**config.mk**
```make
export PLATFORM = sky130hd
export DESIGN_NAME = e1_tx_phy_mc_flat
export DESIGN_NICKNAME = d
export VERILOG_FILES = /design/src/rtl/e1_pkg.sv /design/src/rtl/e1_tx_phy_mc_if.sv /design/src/rtl/e1_tx_phy_chan.sv /design/src/rtl/e1_tx_phy_mc.sv /design/src/flat_wrapper.sv
export SDC_FILE = /design/constraint.sdc
export NUM_CORES = 1
export LEC_CHECK = 0
export ABC_AREA = 1
export BUFFER_PORTS_ARGS = -buffer_cell sky130_fd_sc_hd__buf_2
export CAP_MARGIN = 20
export CORE_ASPECT_RATIO = 0.7
export CORE_MARGIN = 5
export CORE_UTILIZATION = 39
export CTS_CLUSTER_SIZE = 40
export DETAILED_ROUTE_END_ITERATION = 6
export GPL_TIMING_DRIVEN = 0
export PLACE_DENSITY = 0.69
export SETUP_SLACK_MARGIN = 0.15
export SLEW_MARGIN = 20
export SYNTH_ARGS = -nofsm -noshare
export SYNTH_HDL_FRONTEND = slang
export SYNTH_SLANG_ARGS = --single-unit
```
**constraint.sdc**
```tcl
create_clock -name clk -period 1.3 [get_ports clk]
set_clock_uncertainty 0.05 [all_clocks]
set_input_delay 0.065 -clock clk [delete_from_list [all_inputs] [get_ports clk]]
set_output_delay 0.065 -clock clk [all_outputs]
set_load 0.02 [all_outputs]
```
**src/rtl/e1_pkg.sv**
```systemverilog
// Shared E1 TX PHY definitions: HDB3 symbol codes, period-adjust codes and
// the helper that turns an adjust code into a bit period in clock cycles.
package e1_pkg;

   localparam logic [1:0] SYM_SPACE = 2'b00;
   localparam logic [1:0] SYM_POS   = 2'b10;
   localparam logic [1:0] SYM_NEG   = 2'b01;
   localparam logic [1:0] SYM_ILL   = 2'b11;

   localparam logic [1:0] ADJ_NOM   = 2'b00;
   localparam logic [1:0] ADJ_INC   = 2'b01;
   localparam logic [1:0] ADJ_DEC   = 2'b10;

   // Code 11 is reserved and behaves as nominal.
   function automatic int bit_period(input logic [1:0] adj, input int bit_len);
      case (adj)
         ADJ_NOM: return bit_len;
         ADJ_INC: return bit_len + 1;
         ADJ_DEC: return bit_len - 1;
         default: return bit_len;
      endcase
   endfunction

endpackage

```
**src/rtl/e1_tx_phy_mc_if.sv**
```systemverilog
// Symbol handshake, period adjust and run-enable bundle for the E1 TX PHY.
interface e1_tx_phy_mc_if #(
   parameter int NCH = 1
);
   logic [NCH-1:0]   in_hi;
   logic [NCH-1:0]   in_lo;
   logic [NCH-1:0]   in_valid;
   logic [NCH-1:0]   in_ready;
   logic [2*NCH-1:0] tim_adj;
   logic [NCH-1:0]   enable;

   modport master (output in_hi, in_lo, in_valid, tim_adj, enable, input in_ready);
   modport slave  (input in_hi, in_lo, in_valid, tim_adj, enable, output in_ready);
endinterface

```
**src/rtl/e1_tx_phy_chan.sv**
```systemverilog
// One E1 TX channel: bit counter, held symbol, RZ pulse generator and pad
// registers. E1_TX_PHY_SB_IO_EN selects iCE40 SB_IO output registers for the pads.
module e1_tx_phy_chan
   import e1_pkg::*;
#(
   parameter int BIT_LEN   = 15,
   parameter int PULSE_LEN = 7
) (
   input  logic       clk,
   input  logic       rst,
   input  logic       i_enable,
   input  logic       i_hi,
   input  logic       i_lo,
   input  logic       i_valid,
   input  logic [1:0] i_adj,
   output logic       o_ready,
   output logic       o_stb,
   output logic       o_underrun,
   output logic       o_err_sym,
   output logic       o_pad_hi,
   output logic       o_pad_lo
);
   localparam int CW = $clog2(BIT_LEN + 2);

   logic [CW-1:0] r_cnt;
   logic [CW-1:0] r_plen;
   logic          r_run;
   logic [1:0]    r_sym;
   logic          r_underrun;
   logic          r_err_sym;

   logic [1:0]    w_sym_in;
   logic [CW-1:0] w_plen;
   logic          w_bnd;
   logic          w_in_pulse;
   logic          w_pad_hi_next;
   logic          w_pad_lo_next;

   assign w_sym_in = {i_hi, i_lo};
   assign w_plen   = CW'(bit_period(i_adj, BIT_LEN));
   // r_run delays the first boundary to the cycle after enable is seen high.
   assign w_bnd    = i_enable & r_run & (r_cnt == '0);
   assign w_in_pulse = (r_cnt != '0) && (r_cnt <= CW'(PULSE_LEN));

   assign w_pad_hi_next = ~rst & i_enable & w_in_pulse & (r_sym == SYM_POS);
   assign w_pad_lo_next = ~rst & i_enable & w_in_pulse & (r_sym == SYM_NEG);

   assign o_ready    = w_bnd;
   assign o_stb      = w_bnd;
   assign o_underrun = r_underrun;
   assign o_err_sym  = r_err_sym;

   always_ff @(posedge clk) begin
      if (rst || !i_enable) begin
         r_cnt      <= '0;
         r_plen     <= CW'(BIT_LEN);
         r_run      <= 1'b0;
         r_sym      <= SYM_SPACE;
         r_underrun <= 1'b0;
         r_err_sym  <= 1'b0;
      end else begin
         r_run      <= 1'b1;
         r_underrun <= w_bnd & ~i_valid;
         r_err_sym  <= w_bnd & i_valid & (w_sym_in == SYM_ILL);
         if (w_bnd) begin
            r_cnt  <= CW'(1);
            r_plen <= w_plen;
            r_sym  <= (i_valid && (w_sym_in != SYM_ILL)) ? w_sym_in : SYM_SPACE;
         end else if (r_run) begin
            r_cnt <= (r_cnt == r_plen - CW'(1)) ? '0 : r_cnt + CW'(1);
         end
      end
   end

`ifdef E1_TX_PHY_SB_IO_EN
   // Reset is folded into D, so these behave exactly like the fabric flops.
   SB_IO #(.PIN_TYPE(6'b010100)) u_pad_hi (
      .PACKAGE_PIN (o_pad_hi),
      .OUTPUT_CLK  (clk),
      .D_OUT_0     (w_pad_hi_next)
   );
   SB_IO #(.PIN_TYPE(6'b010100)) u_pad_lo (
      .PACKAGE_PIN (o_pad_lo),
      .OUTPUT_CLK  (clk),
      .D_OUT_0     (w_pad_lo_next)
   );
`else
   logic r_pad_hi;
   logic r_pad_lo;

   always_ff @(posedge clk) begin
      r_pad_hi <= w_pad_hi_next;
      r_pad_lo <= w_pad_lo_next;
   end

   assign o_pad_hi = r_pad_hi;
   assign o_pad_lo = r_pad_lo;
`endif

endmodule

```
**src/rtl/e1_tx_phy_mc.sv**
```systemverilog
// Multi-channel E1 TX PHY: NCH independent HDB3-symbol-to-RZ-pulse channels.
// Build option E1_TX_PHY_SB_IO_EN drives the pads from iCE40 SB_IO registers.
module e1_tx_phy_mc #(
   parameter int NCH       = 1,
   parameter int BIT_LEN   = 15,
   parameter int PULSE_LEN = 7
) (
   input  logic                 clk,
   input  logic                 rst,
   e1_tx_phy_mc_if.slave        s_if,
   output logic [NCH-1:0]       pad_tx_hi,
   output logic [NCH-1:0]       pad_tx_lo,
   output logic [NCH-1:0]       stb_bit,
   output logic [NCH-1:0]       underrun,
   output logic [NCH-1:0]       err_sym
);

   generate
      for (genvar gi = 0; gi < NCH; gi++) begin : g_chan
         e1_tx_phy_chan #(
            .BIT_LEN   (BIT_LEN),
            .PULSE_LEN (PULSE_LEN)
         ) u_chan (
            .clk        (clk),
            .rst        (rst),
            .i_enable   (s_if.enable[gi]),
            .i_hi       (s_if.in_hi[gi]),
            .i_lo       (s_if.in_lo[gi]),
            .i_valid    (s_if.in_valid[gi]),
            .i_adj      (s_if.tim_adj[2*gi +: 2]),
            .o_ready    (s_if.in_ready[gi]),
            .o_stb      (stb_bit[gi]),
            .o_underrun (underrun[gi]),
            .o_err_sym  (err_sym[gi]),
            .o_pad_hi   (pad_tx_hi[gi]),
            .o_pad_lo   (pad_tx_lo[gi])
         );
      end
   endgenerate

endmodule
```
**src/flat_wrapper.sv**
```systemverilog
// flat-port wrapper written by rule: the top's interface ports become plain ports
module e1_tx_phy_mc_flat 
#(
   parameter int NCH       = 1,
   parameter int BIT_LEN   = 15,
   parameter int PULSE_LEN = 7
)
  (clk, rst, pad_tx_hi, pad_tx_lo, stb_bit, underrun, err_sym, s_if_in_hi, s_if_in_lo, s_if_in_valid, s_if_tim_adj, s_if_enable, s_if_in_ready);
  e1_tx_phy_mc_if #(.NCH(NCH)) s_if_i ();
  input  logic clk;
  input  logic rst;
  output logic [NCH-1:0] pad_tx_hi;
  output logic [NCH-1:0] pad_tx_lo;
  output logic [NCH-1:0] stb_bit;
  output logic [NCH-1:0] underrun;
  output logic [NCH-1:0] err_sym;
  input wire logic [$bits(s_if_i.in_hi)-1:0] s_if_in_hi;
  input wire logic [$bits(s_if_i.in_lo)-1:0] s_if_in_lo;
  input wire logic [$bits(s_if_i.in_valid)-1:0] s_if_in_valid;
  input wire logic [$bits(s_if_i.tim_adj)-1:0] s_if_tim_adj;
  input wire logic [$bits(s_if_i.enable)-1:0] s_if_enable;
  output wire logic [$bits(s_if_i.in_ready)-1:0] s_if_in_ready;
  assign s_if_i.in_hi = s_if_in_hi;
  assign s_if_i.in_lo = s_if_in_lo;
  assign s_if_i.in_valid = s_if_in_valid;
  assign s_if_i.tim_adj = s_if_tim_adj;
  assign s_if_i.enable = s_if_enable;
  assign s_if_in_ready = s_if_i.in_ready;
  e1_tx_phy_mc #(.NCH(NCH), .BIT_LEN(BIT_LEN), .PULSE_LEN(PULSE_LEN)) u_core (.clk(clk), .rst(rst), .s_if(s_if_i), .pad_tx_hi(pad_tx_hi), .pad_tx_lo(pad_tx_lo), .stb_bit(stb_bit), .underrun(underrun), .err_sym(err_sym));
endmodule
```
==> flow_summary.toml, run 1 <==
[timing]
measured_slew_at_the_worst_slew_check_pin_ns = 0.3072
setup_viol_count_final = 12
post-route-period-util_pct = 115.9
final_max_slew_viol_count = 0
final_critical_path_time_including_i_o_delays_and_setup_ns = 1.507
finalHoldViolCount = 0
achievable-frequency_mhz = 663.8
maxSlewHeadroom_pct = 79.49
rsz0062_at_grt = "yes"
finalSetupTns_ns = -1.620
layout_setup_ws_ns = -0.2065

[place]
placedCellCount = 147
dp_worst_setup_slack_ns = -0.1003
place_congestion = 0.7990
post-dp-hpwl_mm = 1.253
detailed_place.area_sq_um = 964.7
place.port_buffers = 13

[power_and_ir_drop]
power_frac_comb_pct = 18.7
static-leakage-power_nw = 0.5418
net-switching-power_w = 0.0002631
intPower_w = 0.0006689
share_of_power_burned_in_registers_pct = 51.1
power_density_mw_per_mm2 = 773.5
worst_ir_drop_vdd_uv = 523.3
p_clk_share_pct = 30.1
swShare_pct = 28.23

[global_routing]
grt_pass1_vias = 762
grt_first_pass_wirelength_mm = 3.360
globalRouteOverflowTotal = 0
grt_use_total_pct = 14.30
number_of_antenna_violations_at_the_first_check_in_global_routing = 0
grt_start_max_net_pins = 9

[detailed_routing]
vias = 787
detailedRoute.firstIterationViolations = 63
drc = 0
detailedRoute.firstPassIterationCount = 5
vias_per_cell = 4.741
wl_mm = 2.045
ant_nets = 0
drt-wirelength-per-cell_um = 12.32

[setup_path]
worst-r2r-cell-count = 10
crit-reg2reg-capture = "u_core.g_chan[0].u_chan.r_cnt[0]"
timing.critical_path.from_type = "flop"
worstPathRequired_ns = 1.19
worst-r2r-setup-slack_ns = -0.18
critPathCaptureType = "output port"
critPathMaxFanout = 3
critPathKind = "reg2out"
worst_r2r_start = "u_core.g_chan[0].u_chan.r_cnt[0]"
critPathArrivalTime_ns = 1.39

[flow_run]
timing.max_cap.violations = 0

[layout]
layout-drive-gt1-share_pct = 44.37
layout.filler_cells = 200
layout.nets = 157
syn_to_final_growth_pct = 42.67
register_area_sq_um = 307.8
design_area_sq_mm = 0.001205
multi_input_area_sq_um = 536.8
utilization_pct = 57.32
finalNonFillerCells = 166
antennaDiodeCount = 0

[clock_tree]
cts.sink_count = 15
clk_pin_slew_worst_paths_ns = 0.09
ctsRootBufferMaster = "clkbuf_4"
cts-root-to-sink-buffers = 2
cts_tree = "done"
clkLatencyLatePin_ns = 0.30
cts_inserted_buffers = 3
clock_tree.htree_level_count = 1

[hold_path]
worstHoldEndpoint = "u_core.g_chan[0].u_chan.r_run"
worst_hold_startpoint = "s_if_enable"
min_path_type = "in2reg"
holdPathStages = 3

[yosys]
synth_flop_cell = "dfxtp_1"
ys_seq_area_share_pct = 35.56
synth-edff-count = 0
synth-async-reset-ratio_pct = 0
postSynthAreaPerCell_sq_um = 7.678
ys_seq_elements = 15
yosys_warnings = 0
postSynthNetCount = 124
syn-instance-count = 110
netlist_area_sq_um = 844.6
synthDistinctLibCells = 25

[floorplan]
std_cell_rows = 14
chip_height_um = 48.94
die-width_um = 65.62
io_pins = 14
initial_utilization_pct = 40.18
design.core.area_sq_mm = 0.002102
fp.dieArea_sq_mm = 0.003211

[status]
violations = "setup timing"
run_status = "complete, but fails checks"
-- worst max-delay path, cell delays in order (launching register included) --
cell and delay, ns:
dfxtp_4 0.36, inv_4 0.06, ha_4 0.13, nand2_4 0.05, nor2_4 0.11, nand3_4 0.12
inv_8 0.08, buf_6 0.08, buf_6 0.10
-- cell usage after synthesis, types with 3 or more instances --
library cell / instances / area share (%)
a21oi_1: 3 / 1.8
dfxtp_1: 15 / 36
ha_1: 6 / 8.9
inv_1: 14 / 6.2
inv_2: 5 / 2.2
nand2_1: 25 / 11
nand2_2: 4 / 3.0
nand3_1: 4 / 2.4
nor2_1: 11 / 4.9
nor3_1: 3 / 1.8
xor2_1: 3 / 3.1
-- state kept, by name, indices dropped and copies added (netlist names) --
| register | count |
|---|---|
| u_core.g_chan.u_chan.r_cnt | 5 |
| u_core.g_chan.u_chan.r_plen | 3 |
| u_core.g_chan.u_chan.r_sym | 2 |
| u_core.g_chan.u_chan.o_err_sym | 1 |
| u_core.g_chan.u_chan.o_pad_hi | 1 |
| u_core.g_chan.u_chan.o_pad_lo | 1 |
| u_core.g_chan.u_chan.o_underrun | 1 |
| u_core.g_chan.u_chan.r_run | 1 |
-- worst max path at each step --
stage | endpoint | from | slack, ns
floorplan | u_core.g_chan[0].u_chan.r_cnt[3] | u_core.g_chan[0].u_chan.r_plen[0] | 0.02
global placement | stb_bit | u_core.g_chan[0].u_chan.r_cnt[0] | -0.08
detailed placement | stb_bit | u_core.g_chan[0].u_chan.r_cnt[1] | -0.10
CTS | stb_bit | u_core.g_chan[0].u_chan.r_cnt[0] | -0.22
global route | stb_bit | u_core.g_chan[0].u_chan.r_cnt[0] | -0.29
finish | stb_bit | u_core.g_chan[0].u_chan.r_cnt[0] | -0.21
-- metal layers --
layer | wire, um | share of wire (%) | track usage (%) | vias up
met5 | 0 | 0 | 0 | -
met4 | 46 | 2.2 | 7.241 | 0
met3 | 108 | 5.3 | 6.682 | 4
met2 | 994 | 49 | 21.63 | 24
met1 | 896 | 44 | 16.71 | 354
li1 | - | - | - | 405
-- layout make-up --
class | instances | area share, %
sequential | 15 | 25.55
clock buffer | 4 | 2.181
multi-input combinational | 74 | 44.55
buffer | 1 | 0.9346
timing repair buffer | 28 | 17.03
tap | 24 | 2.492
inverter | 20 | 7.269
-- power by group through the flow --
stage / clock [W] / sequential (W) / combinational, W
floorplan: 0 / 0.000487 / 0.0000835
global placement: 0 / 0.000489 / 0.000115
detailed placement: 0 / 0.000489 / 0.000116
CTS: 0.000297 / 0.000476 / 0.000158
global route: 0.000323 / 0.000478 / 0.000192
finish: 0.000281 / 0.000477 / 0.000175
-- repair_timing --
action                                  CTS  global route
resized for setup                        14            10
hold buffers                              4             0
endpoints found under the setup margin   16            16
setup buffers                             9             2
pin swaps                                 5             5
endpoints found under the hold margin     4             0
-- kinds of logic (layout without fill, tap and decap cells) --
family	after synthesis	in the layout	synth area share (%)
and+or+nand+nor	54	54	34.07
buffers and inverters	21	53	10.37
DFF	15	15	35.56
AOI/OAI and AO/OA	11	11	8.001
adders and majority gates	6	6	8.889
xor gates and xnor gates	3	3	3.112
-- placed cells by master, fill, tap and decap left out, types with 4 or more instances in the layout --
master	instances
ha_1	4
dlygate4sd3_1	4
o21ai_1	4
inv_1	11
inv_2	6
nor2_1	10
buf_4	9
nand2_1	24
dfxtp_1	11
buf_2	12
-- per-stage QoR --
stage                     power [W]  hold slack, ns
after CTS                 0.0009312         0.01497
final                     0.0009321         0.02999
after floorplan           0.0005708         0.09431
after global placement    0.0006032          0.2289
after detailed placement  0.0006046          0.2320
after global routing      0.0009925         0.02533
(Power assumes the default switching activity.)
==> inputs of run 2 (changes only) <==
--- a/config.mk
+++ b/config.mk
@@ -10,5 +10,7 @@
 export CAP_MARGIN = 20
+export CELL_PAD_IN_SITES_DETAIL_PLACEMENT = 1
+export CELL_PAD_IN_SITES_GLOBAL_PLACEMENT = 2
 export CORE_ASPECT_RATIO = 0.7
 export CORE_MARGIN = 5
-export CORE_UTILIZATION = 39
+export CORE_UTILIZATION = 27
 export CTS_CLUSTER_SIZE = 40
@@ -16,3 +18,3 @@
 export GPL_TIMING_DRIVEN = 0
-export PLACE_DENSITY = 0.69
+export PLACE_DENSITY = 0.79
 export SETUP_SLACK_MARGIN = 0.15
==> constraint.sdc (replaced) <==
create_clock -name clk -period 1.3 [get_ports clk]
set_clock_uncertainty 0.05 [all_clocks]
set_input_delay 0.195 -clock clk [delete_from_list [all_inputs] [get_ports clk]]
set_output_delay 0.195 -clock clk [all_outputs]
set_load 0.02 [all_outputs]
==> flow_summary.toml, run 2 (synthesis results as in run 1) <==
[clock_tree]
hold_bufs_inserted_after_cts = 0
clkLatencyLatePin_ns = 0.25
ctsRootBufferMaster = "clkbuf_8"
cts.sink_count = 15
clk_pin_slew_worst_paths_ns = 0.06
cts-root-to-sink-buffers = 2
cts_tree = "done"
clock_tree.htree_level_count = 1
cts_inserted_buffers = 3

[layout]
largest_registers_in_the_final_layout = "u_core.g_chan.u_chan.r_cnt (5), u_core.g_chan.u_chan.r_plen (3), u_core.g_chan.u_chan.r_sym (2)"
largest_register_ff_count = 5
mostFrequentLayoutCells = "24 x nand2_1, 11 x inv_1, 11 x buf_2, 11 x buf_4, 10 x dfxtp_1"
regMostFlops = "u_core.g_chan.u_chan.r_cnt"
layout.nets = 156
final_common_cell = "nand2_1"
multi_input_area_sq_um = 536.8
register_area_sq_um = 309.0
layout-drive-gt1-share_pct = 48.94
syn_to_final_growth_pct = 46.22
layout.filler_cells = 374
utilization_pct = 40.04
antennaDiodeCount = 0

[timing]
finalHoldViolCount = 0
setup_viol_count_final = 14
finalSetupTns_ns = -1.744
rsz0062_at_grt = "yes"
layout_setup_ws_ns = -0.2784
post-route-period-util_pct = 121.4
achievable-frequency_mhz = 633.6
final_max_slew_viol_count = 0
hold-worst-slack_ns = 0.1096
final_critical_path_time_including_i_o_delays_and_setup_ns = 1.578
measured_slew_at_the_worst_slew_check_pin_ns = 0.3531
maxSlewHeadroom_pct = 76.43

[setup_path]
critical_path.cell_chain = "inv_4 > ha_4 > nand2_4 > nor2_4 > nand3_4 > inv_8 > buf_6 > buf_6"
timing.critical_path.from_type = "flop"
worstPathRequired_ns = 1.05
critPathCaptureType = "output port"
critPathKind = "reg2out"
critPathArrivalTime_ns = 1.33
cp.buffers_inverters = 4
cp_most_frequent_cell = "buf_6"
crit_family = "flip-flops"
timing.critical_path.slowest_stage_cell = "dfxtp_4"
timing.critical_path.slowest_cell_delay_ns = 0.35
critPathMaxFanout = 3

[floorplan]
fp.dieArea_sq_mm = 0.004364
die-width_um = 76.85
initial_utilization_pct = 27.38
design.core.area_sq_mm = 0.003084
io_pins = 14
std_cell_rows = 17
chip_height_um = 56.80

[place]
dp_worst_setup_slack_ns = -0.2058
place_congestion = 0.6954
place.port_buffers = 13
post-dp-hpwl_mm = 1.657

[global_routing]
globalRouteOverflowTotal = 0
grt_first_pass_wirelength_mm = 3.712
grt_pass1_vias = 789
grt_use_total_pct = 10.69
number_of_antenna_violations_at_the_first_check_in_global_routing = 0
grt_start_max_net_pins = 9

[status]
run_status = "complete, but fails checks"
violations = "setup timing"

[flow_run]
timing.max_cap.violations = 0

[detailed_routing]
drt-wirelength-per-cell_um = 12.87
wl_mm = 2.303
detailedRoute.firstIterationViolations = 26
vias_per_cell = 4.408
ant_nets = 0
detailedRoute.firstPassIterationCount = 2
vias = 789
drc = 0

[power_and_ir_drop]
static-leakage-power_nw = 0.5361
worst_ir_drop_vdd_uv = 486.1
power_density_mw_per_mm2 = 843.7
power.total_w = 0.001042

[hold_path]
min_path_type = "in2reg"
## run 2: cell type report
cell class,count,area share (%)
Tap cell,38,3.850
Sequential cell,15,25.03
Buffer,1,0.9119
Clock buffer,4,3.647
Inverter,20,7.092
Multi-Input combinational cell,74,43.47
Timing Repair Buffer,27,16.01
## run 2: path summary, 6_finish.rpt
kind         slack (ns)                            endpoint  depth (start not counted)                             start
min reg2reg        0.43    u_core.g_chan[0].u_chan.o_pad_lo                          1  u_core.g_chan[0].u_chan.r_sym[1]
max reg2reg       -0.20    u_core.g_chan[0].u_chan.r_cnt[0]                         10  u_core.g_chan[0].u_chan.r_cnt[0]
max               -0.28                             stb_bit                          8  u_core.g_chan[0].u_chan.r_cnt[0]
min                0.11  u_core.g_chan[0].u_chan.o_underrun                          2                     s_if_in_valid
## run 2: per-stage QoR
step           area (sq um)  cells
6_report               1235    179
5_1_grt                1235    179
4_1_cts                1162    175
3_5_place_dp          993.5    161
3_3_place_gp          993.5    161
2_1_floorplan         880.8    110
## run 2: layer usage
metal  global-route usage (%)  up-vias  routed length (um)
met5                        0        -                   0
met2                    16.08       11                1091
met4                    2.244        0                  14
li1                         -      400                   -
met1                    14.86      376                1127
met3                    3.365        2                  70
## run 2: timing repair
| action | 4_1_cts | 5_1_grt |
|---|---|---|
| resized for setup | 13 | 14 |
| pin swaps | 8 | 7 |
| setup buffers | 10 | 5 |
| setup endpoints to repair | 15 | 16 |
## run 2: power by group
part | total, W | internal (W) | switching, W
Combinational | 0.000177 | 0.0000829 | 0.0000944
Clock | 0.000387 | 0.000217 | 0.000170
Sequential | 0.000477 | 0.000467 | 0.00000984
Total | 0.00104 | 0.000768 | 0.000274
